--- config.mk ---
export PLATFORM = sky130hd
export DESIGN_NAME = lsu_core
export DESIGN_NICKNAME = d
export VERILOG_FILES = /design/src/rtl/lsu_core.sv
export SDC_FILE = /design/constraint.sdc
export NUM_CORES = 1
export LEC_CHECK = 0
export BUFFER_PORTS_ARGS = -buffer_cell sky130_fd_sc_hd__buf_2
export CAP_MARGIN = 20
export CELL_PAD_IN_SITES_DETAIL_PLACEMENT = 1
export CELL_PAD_IN_SITES_GLOBAL_PLACEMENT = 1
export CORE_MARGIN = 10
export CORE_UTILIZATION = 41
export CTS_BUF_LIST = sky130_fd_sc_hd__clkbuf_8
export DETAILED_ROUTE_END_ITERATION = 10
export PLACE_DENSITY = 0.91
export SETUP_SLACK_MARGIN = 0.4
export SKIP_LAST_GASP = 1
export SYNTH_ARGS = -nofsm -noshare
export SYNTH_HDL_FRONTEND = slang
export SYNTH_SLANG_ARGS = --single-unit
--- constraint.sdc ---
create_clock -name clk -period 3 [get_ports clk]
set_input_delay 0.45 -clock clk [delete_from_list [all_inputs] [get_ports clk]]
set_output_delay 0.45 -clock clk [all_outputs]
set_load 0.01 [all_outputs]
--- src/rtl/lsu_core.sv ---
// Load/store unit: one request in flight, lane-placed beats, and optional
// two-beat splitting of accesses that straddle a lane boundary.
module lsu_core #(
  parameter int unsigned XLEN        = 32,
  parameter int unsigned ADDR_W      = 32,
  parameter bit          MISALIGN_EN = 1'b1
) (
  input  logic              clk,
  input  logic              rst_n,
  input  logic              req_valid,
  output logic              req_ready,
  input  logic              req_is_store,
  input  logic [1:0]        req_size,
  input  logic              req_unsigned,
  input  logic [ADDR_W-1:0] req_addr,
  input  logic [XLEN-1:0]   req_wdata,
  input  logic [4:0]        req_rd,
  output logic              mem_req,
  input  logic              mem_gnt,
  output logic              mem_we,
  output logic [ADDR_W-1:0] mem_addr,
  output logic [XLEN/8-1:0] mem_be,
  output logic [XLEN-1:0]   mem_wdata,
  input  logic              mem_rvalid,
  input  logic [XLEN-1:0]   mem_rdata,
  output logic              rsp_valid,
  output logic              rsp_err,
  output logic [4:0]        rsp_rd,
  output logic [XLEN-1:0]   rsp_data,
  output logic              busy
);
  localparam int unsigned LANES = XLEN / 8;
  localparam int unsigned OFFW  = $clog2(LANES);
  localparam int unsigned BW    = 2 * LANES;
  localparam int unsigned MW    = BW + 1;

  typedef enum logic [2:0] {
    S_IDLE, S_REQ0, S_WAIT0, S_REQ1, S_WAIT1, S_DONE
  } state_e;

  state_e            state_q, state_d;
  logic              is_store_q, is_store_d;
  logic              unsigned_q, unsigned_d;
  logic              err_q, err_d;
  logic [1:0]        size_q, size_d;
  logic [ADDR_W-1:0] addr_q, addr_d;
  logic [XLEN-1:0]   wdata_q, wdata_d;
  logic [4:0]        rd_q, rd_d;
  logic [XLEN-1:0]   beat0_q, beat0_d;
  logic [XLEN-1:0]   beat1_q, beat1_d;

  // Legality of the incoming request
  logic [3:0] in_nb;
  logic       in_misal;
  logic       in_illegal;

  assign in_nb      = 4'd1 << req_size;
  assign in_misal   = |(req_addr[2:0] & 3'(in_nb - 4'd1));
  assign in_illegal = ((req_size == 2'd3) && (XLEN == 32)) || (!MISALIGN_EN && in_misal);

  // Geometry of the captured request
  logic [OFFW-1:0]   off;
  logic [OFFW+2:0]   sh;
  logic [3:0]        nb;
  logic              split;
  logic [ADDR_W-1:0] beat0_addr, beat1_addr;
  logic [MW-1:0]     mask_wide;
  logic [BW-1:0]     mask_full;
  logic [XLEN-1:0]   wdata_rot, rdata_shift, load_res;
  logic              sign_bit;

  assign off        = addr_q[OFFW-1:0];
  assign sh         = {off, 3'b000};
  assign nb         = 4'd1 << size_q;
  assign split      = (5'(off) + 5'(nb)) > 5'(LANES);
  assign beat0_addr = {addr_q[ADDR_W-1:OFFW], {OFFW{1'b0}}};
  assign beat1_addr = beat0_addr + ADDR_W'(LANES);
  assign mask_wide  = (MW'(1) << nb) - MW'(1);
  assign mask_full  = BW'(mask_wide << off);
  // Rotate left by sh: the low half of {w,w} >> (XLEN-sh) is w rotated left.
  assign wdata_rot   = XLEN'({wdata_q, wdata_q} >> (XLEN - 32'(sh)));
  assign rdata_shift = XLEN'({beat1_q, beat0_q} >> sh);

  always_comb begin
    case (size_q)
      2'd0:    sign_bit = rdata_shift[7];
      2'd1:    sign_bit = rdata_shift[15];
      2'd2:    sign_bit = rdata_shift[31];
      default: sign_bit = rdata_shift[XLEN-1];
    endcase
    load_res = '0;
    for (int unsigned i = 0; i < LANES; i++) begin
      load_res[i*8 +: 8] = (i < 32'(nb)) ? rdata_shift[i*8 +: 8]
                                         : {8{sign_bit & ~unsigned_q}};
    end
  end

  always_ff @(posedge clk or negedge rst_n) begin
    if (!rst_n) begin
      state_q    <= S_IDLE;
      is_store_q <= 1'b0;
      unsigned_q <= 1'b0;
      err_q      <= 1'b0;
      size_q     <= '0;
      addr_q     <= '0;
      wdata_q    <= '0;
      rd_q       <= '0;
      beat0_q    <= '0;
      beat1_q    <= '0;
    end else begin
      state_q    <= state_d;
      is_store_q <= is_store_d;
      unsigned_q <= unsigned_d;
      err_q      <= err_d;
      size_q     <= size_d;
      addr_q     <= addr_d;
      wdata_q    <= wdata_d;
      rd_q       <= rd_d;
      beat0_q    <= beat0_d;
      beat1_q    <= beat1_d;
    end
  end

  always_comb begin
    state_d    = state_q;
    is_store_d = is_store_q;
    unsigned_d = unsigned_q;
    err_d      = err_q;
    size_d     = size_q;
    addr_d     = addr_q;
    wdata_d    = wdata_q;
    rd_d       = rd_q;
    beat0_d    = beat0_q;
    beat1_d    = beat1_q;
    case (state_q)
      S_IDLE: begin
        if (req_valid) begin
          is_store_d = req_is_store;
          unsigned_d = req_unsigned;
          size_d     = req_size;
          addr_d     = req_addr;
          wdata_d    = req_wdata;
          rd_d       = req_rd;
          beat0_d    = '0;
          beat1_d    = '0;
          err_d      = in_illegal;
          state_d    = in_illegal ? S_DONE : S_REQ0;
        end
      end
      S_REQ0: begin
        if (mem_gnt) begin
          if (!is_store_q)  state_d = S_WAIT0;
          else if (split)   state_d = S_REQ1;
          else              state_d = S_DONE;
        end
      end
      S_WAIT0: begin
        if (mem_rvalid) begin
          beat0_d = mem_rdata;
          state_d = split ? S_REQ1 : S_DONE;
        end
      end
      S_REQ1: begin
        if (mem_gnt) state_d = is_store_q ? S_DONE : S_WAIT1;
      end
      S_WAIT1: begin
        if (mem_rvalid) begin
          beat1_d = mem_rdata;
          state_d = S_DONE;
        end
      end
      S_DONE:  state_d = S_IDLE;
      default: state_d = S_IDLE;
    endcase
  end

  assign req_ready = (state_q == S_IDLE);
  assign busy      = !req_ready;
  assign mem_req   = (state_q == S_REQ0) || (state_q == S_REQ1);
  assign mem_we    = mem_req && is_store_q;
  assign mem_wdata = mem_req ? wdata_rot : '0;

  always_comb begin
    mem_addr = '0;
    mem_be   = '0;
    if (state_q == S_REQ0) begin
      mem_addr = beat0_addr;
      mem_be   = mask_full[LANES-1:0];
    end else if (state_q == S_REQ1) begin
      mem_addr = beat1_addr;
      mem_be   = mask_full[BW-1:LANES];
    end
  end

  assign rsp_valid = (state_q == S_DONE);
  assign rsp_err   = rsp_valid && err_q;
  assign rsp_rd    = rsp_valid ? rd_q : '0;
  assign rsp_data  = (rsp_valid && !err_q && !is_store_q) ? load_res : '0;

endmodule

Yosys cells after proc, flatten, opt, wreduce, memory -nomap -nowiden

Index checks and enable logic that the tools add are counted.
Widths: inputs -> output; s select.

Register bits: 141
Word-level logic and storage cells: 80

Add/sub/neg operators: 4
$lt $le $gt $ge: 5
Equality and inequality tests: 12
Shift operators: 5
Mux-type cells: 26
Bitwise gates (word level): 2
Reduce and logical (&&, ||, !) cells: 16

Operator list:

| cell                  | number |
|---|---|
| $mux 32               | 6 |
| $pmux 32 s2           | 2 |
| $shr 64x32->32        | 1 |
| $shr 64x5->32         | 1 |
| $add 32x3->32 const B | 1 |
| $mux 8                | 4 |
| $mux 3                | 8 |
| $pmux 3 s5            | 1 |
| $ne 2x2->1 const B    | 5 |
| $shl 1x4->9 const A   | 1 |
| $shl 9x2->8           | 1 |
| $sub 9x2->9 const B   | 1 |
| $lt 1x4->1 const A    | 2 |
| $lt 2x4->1 const A    | 2 |
| $mux 4                | 2 |
| $sub 6x5->7 const A   | 1 |
| $eq 3x2->1 const B    | 2 |
| $eq 3x3->1 const B    | 2 |
| $reduce_and 3->1      | 2 |
| $add 2x4->5           | 1 |
| $gt 5x3->1 const B    | 1 |
| $mux 5                | 1 |
| $reduce_and 5->1      | 1 |
| $logic_and 1x1->1     | 4 |
| other kinds (14)      | 17 |

Depth between registers and ports, before layout

Depth after elaboration: 7
Mapped depth: 11
Depth with buffers taken out: 9

Worst setup path before layout

OpenSTA, ideal clock, no wires.

Path kind: reg2out
Start point: register addr_q[0]
End point: output mem_wdata[13]
Arrival: 2400 ps
Required time: 2550 ps
Slack: 150 ps
Cell stages (with the launch flop): 11
Buffers on the path: 5
Cells stage by stage: dfrtp_1 > buf_2 > buf_2 > inv_1 > clkbuf_1 > ha_1 > clkbuf_1 > clkbuf_1 > nor2b_1 > nand3_1 > a21oi_1

Longest elaborated chain between the ends: 3

Ends and longest elaborated chain:

| what                     | line | text |
|---|---|---|
| start: declaration       | 46   | `logic [ADDR_W-1:0] addr_q, addr_d;` |
| start signal: assignment | 116  | `addr_q <= addr_d;` |
| $sub 6x5->7              | 81   | `assign wdata_rot = XLEN'({wdata_q, wdata_q} >> (XLEN - 32'(sh)));` |
| $shr 64x32->32           | 81   |  |
| $mux 32                  | 181  | `assign mem_wdata = mem_req ? wdata_rot : '0;` |
| end: declaration         | 23   | `output logic [XLEN-1:0] mem_wdata,` |

No other way between the ends.

Worst setup path after layout

Start point: register addr_q[11]
End point: output mem_addr[16]

Longest elaborated chain between the ends: 3

Ends and longest elaborated chain:

| what             | line | text |
|---|---|---|
| $add 32x3->32    | 77   | `assign beat1_addr = beat0_addr + ADDR_W'(LANES);` |
| $mux 32          | 189  | `end else if (state_q == S_REQ1) begin` |
| $mux 32          | 186  | `if (state_q == S_REQ0) begin` |
| end: declaration | 21   | `output logic [ADDR_W-1:0] mem_addr,` |

No other way between the ends.

==> results.py <==
metrics = {
    "run_status": {
        "outcome": "finished, violations left",
        "failed_checks": "negative hold slack, negative setup slack",
    },
    "sta": {
        "slew_viol_final": 0,
        "finClkSkew_ps": 24.05,
        "finalSetupViolCount": 48,
        "worst_pin_slew_ps": 883.5,
        "hold_ws_ps": -28.46,
        "fmax_mhz": 290.3,
        "finalCritPeriodShare_pct": 114.8,
        "hold_viol": 5,
        "relSlewSlack_pct": 40.85,
        "setup_ws_ps": -444.6,
        "period_minus_slack_ps": 3445,
        "grt_setup_unrepaired": "true",
    },
    "global_routing": {
        "grt_usage_pct": 27.44,
        "overflow": 0,
        "grt_pass1_vias": 9760,
        "antenna_found_initial": 8,
        "grt_pass1_wl_um": 57760,
        "grt_max_degree": 76,
    },
    "pwr": {
        "netSwitchingFraction_pct": 50.62,
        "p_comb_share_pct": 68.8,
        "p_clk_share_pct": 9.9,
        "totalPowerFinal_mw": 17.42,
        "peakVddDrop_mv": 0.5521,
        "p_leak_nw": 5.643,
        "p_int_mw": 8.602,
        "switchingPower_mw": 8.819,
        "power_density_nw_per_um2": 1346,
        "seqPwrFrac_pct": 21.2,
    },
    "finish": {
        "finalCoreUtilization_pct": 63.57,
        "multi_input_area_um2": 5962,
        "drive_gt1_share_pct": 55.58,
        "fillCellCount": 2198,
        "seq_area_um2": 3353,
        "finalNetCount": 1357,
        "areaGrowthSynthToFinish_pct": 51.77,
    },
    "critical_path": {
        "path_delay_family": "simple AND/OR/NAND/NOR gates",
        "crit_buf_inv": 3,
        "cp-end-kind": "output port",
        "cp.required_ps": 2550,
        "worst_setup_path_start_kind": "flip-flop",
        "crit_fanout": 7,
        "cpMostUsedCell": "buf_4",
        "arrival_ps": 2990,
        "path_cells": "nand4_1, buf_4, or4_4, buf_4, o21ai_0, a21oi_1, buf_2",
        "path_class": "reg -> out",
        "cpMaxStageDelayCell": "dfrtp_1",
        "cp_slowest_stage_delay_ps": 650,
    },
    "die": {
        "initial_utilization_pct": 41.88,
        "die-area_um2": 26970,
        "fp.dieW_um": 164.2,
        "die_h_um": 164.2,
        "placementRows": 52,
        "core_um2": 20360,
        "io_pins": 221,
    },
    "clock_tree": {
        "cts_tree": "built",
        "h-tree-depth": 4,
        "numCtsBuffers": 17,
        "clk_latency_ps": 500,
        "clkTransAtPathRegs_ps": 110,
        "cts_buffer_depth": 2,
        "hold_buffers": 0,
        "numClockSinks": 133,
        "clockRootBuffer": "clkbuf_8",
    },
    "synthesis": {
        "async_flop_share_pct": 100.0,
        "synth_edf_count": 0,
        "synth.distinct_cells": 58,
        "seq_area_frac_synth_pct": 39.02,
        "synth.avg_cell_area_um2": 9.271,
        "synth_ff_type": "dfrtp_1",
        "synth-seq-cells": 133,
        "ys_warn_count": 0,
        "synthCells": 920,
        "synth_area_um2": 8529,
    },
    "placed_design": {
        "gp_congestion": 0.8685,
        "port_buffers": 218,
        "dp_hpwl_um": 22190,
        "dp_slack_ps": 364.3,
    },
    "routing": {
        "num_vias": 10855,
        "route.detailed.drc": 0,
        "first_pass_iters": 8,
        "viasPerCell": 7.067,
        "drt-initial-drc-count": 1698,
        "drt_wl_total_um": 55160,
        "drtAntennaViolNets": 0,
        "avgRoutedWirePerCell_um": 35.91,
    },
    "job": {
        "cap_viol_max_count": 0,
    },
    "min_path": {
        "min-delay-path-class": "in -> async",
    },
}
-- worst paths after layout --
path / start / to / slack (ps) / cells past startpoint
worst max-delay path: addr_q[11] / mem_addr[16] / -440 / 7
worst min-delay path: rst_n / beat0_q[11] / -30 / 1
worst max register to register: state_q[0] / beat0_q[5] / -80 / 10
worst min register to register: rd_q[3] / rd_q[3] / 510 / 1
max in group asynchronous: rst_n / addr_q[4] / 2150 / 2
min in group clk: req_wdata[30] / wdata_q[30] / 180 / 3
-- metal layers --
| metal | GRT usage, % | routed length, um | up-vias |
|---|---|---|---|
| li1 | - | - | 3958 |
| met1 | 31.11 | 17680 | 5261 |
| met2 | 47.44 | 25120 | 1132 |
| met3 | 5.232 | 6080 | 496 |
| met4 | 15.60 | 6168 | 8 |
| met5 | 0 | 108 | - |
-- power groups by stage --
stage	clock network, mW	registers, mW	logic, mW
after global routing	1.79	3.73	12.3
after floorplan	0	3.01	4.57
after CTS	1.61	3.30	7.94
after global placement	0	3.25	6.27
final	1.73	3.70	12.0
after detailed placement	0	3.33	6.55
-- area by class of cell --
cell class / instances / share of cell area [%]
well taps: 270 / 2.610
flip-flops and latches: 133 / 25.90
clock inverters: 15 / 1.334
inverters: 17 / 0.5896
diodes: 12 / 0.2320
repair buffers: 375 / 21.47
multi-input cells: 697 / 46.06
clock buffers: 17 / 1.807
-- cells in the final DEF (no fill, tap or decap), drive strengths merged, types with 4 or more instances in the layout --
cell type  Yosys  routed
a21oi         31      31
nor2          49      49
mux2          72      72
o22a          14      14
nand2        175     175
buf           28     368
and2           8       8
a22oi         11      11
diode          0      12
o22ai          4       4
and4           5       5
o21ai         95      95
o21a           8       8
and3          12      12
nor3           4       4
nor4           9       9
clkbuf        50      24
nand3         16      18
xnor2          6       6
dfrtp        133     133
mux4          29      29
o31ai         10      10
xor2           5       5
nand4         17      17
ha             6       6
nand2b        19      19
clkinv         2       7
or4           12      14
mux2i         38      38
inv           15      20
nor2b          8       8
-- repair_timing --
| item | in CTS | in global routing |
|---|---|---|
| cloned | 4 | 9 |
| gates resized for setup | 134 | 191 |
| endpoints found under the setup margin | 100 | 89 |
| pin swaps | 32 | 61 |
| hold endpoints to repair | 0 | 0 |
| buffers inserted | 53 | 64 |
-- stage by stage --
step / std cells / hold slack [ps] / TNS, ps / cell area [um^2]
floorplan: 921 / 154.4 / 0 / 8564
global placement: 1362 / 462.1 / 0 / 9962
detailed placement: 1362 / 473.6 / 0 / 9962
CTS: 1451 / 26.52 / 0 / 11390
global route: 1531 / 32.02 / -10130 / 12930
finish: 1536 / -28.46 / -8444 / 12940
-- synthesized netlist by cell type (12+ instances only) --
| cell type | n | area [um^2] |
|---|---|---|
| nand2_1 | 175 | 656.9 |
| nand3_1 | 15 | 75.07 |
| o21ai_0 | 95 | 475.5 |
| nand2b_1 | 19 | 118.9 |
| nand4_1 | 17 | 106.4 |
| mux2i_1 | 38 | 380.4 |
| mux4_2 | 29 | 653.1 |
| buf_2 | 22 | 110.1 |
| o22a_1 | 14 | 122.6 |
| dfrtp_1 | 133 | 3328 |
| inv_1 | 14 | 52.55 |
| mux2_2 | 72 | 810.8 |
| nor2_1 | 49 | 183.9 |
| and3_1 | 12 | 75.07 |
| clkbuf_1 | 50 | 187.7 |
| a21oi_1 | 31 | 155.2 |
-- logic make-up after synthesis --
family / Yosys count / synth area share, %
AND/OR/NAND/NOR: 348 / 19.45
AO/OA/AOI/OAI: 187 / 13.17
multiplexers: 139 / 21.62
flip-flops: 133 / 39.02
buffers and inverters: 95 / 4.679
XOR/XNOR: 11 / 1.130
adder cells (fa/ha/maj): 6 / 0.8801
other: 1 / 0.04397
-- sequential cells by signal, indices dropped and copies added (netlist names), 2 cells and up --
name and flops:
size_q 2, beat0_q 32, rd_q 5, wdata_q 32, beat1_q 24, state_q 3
addr_q 32
Note: power is estimated with default switching activity, not from simulation.
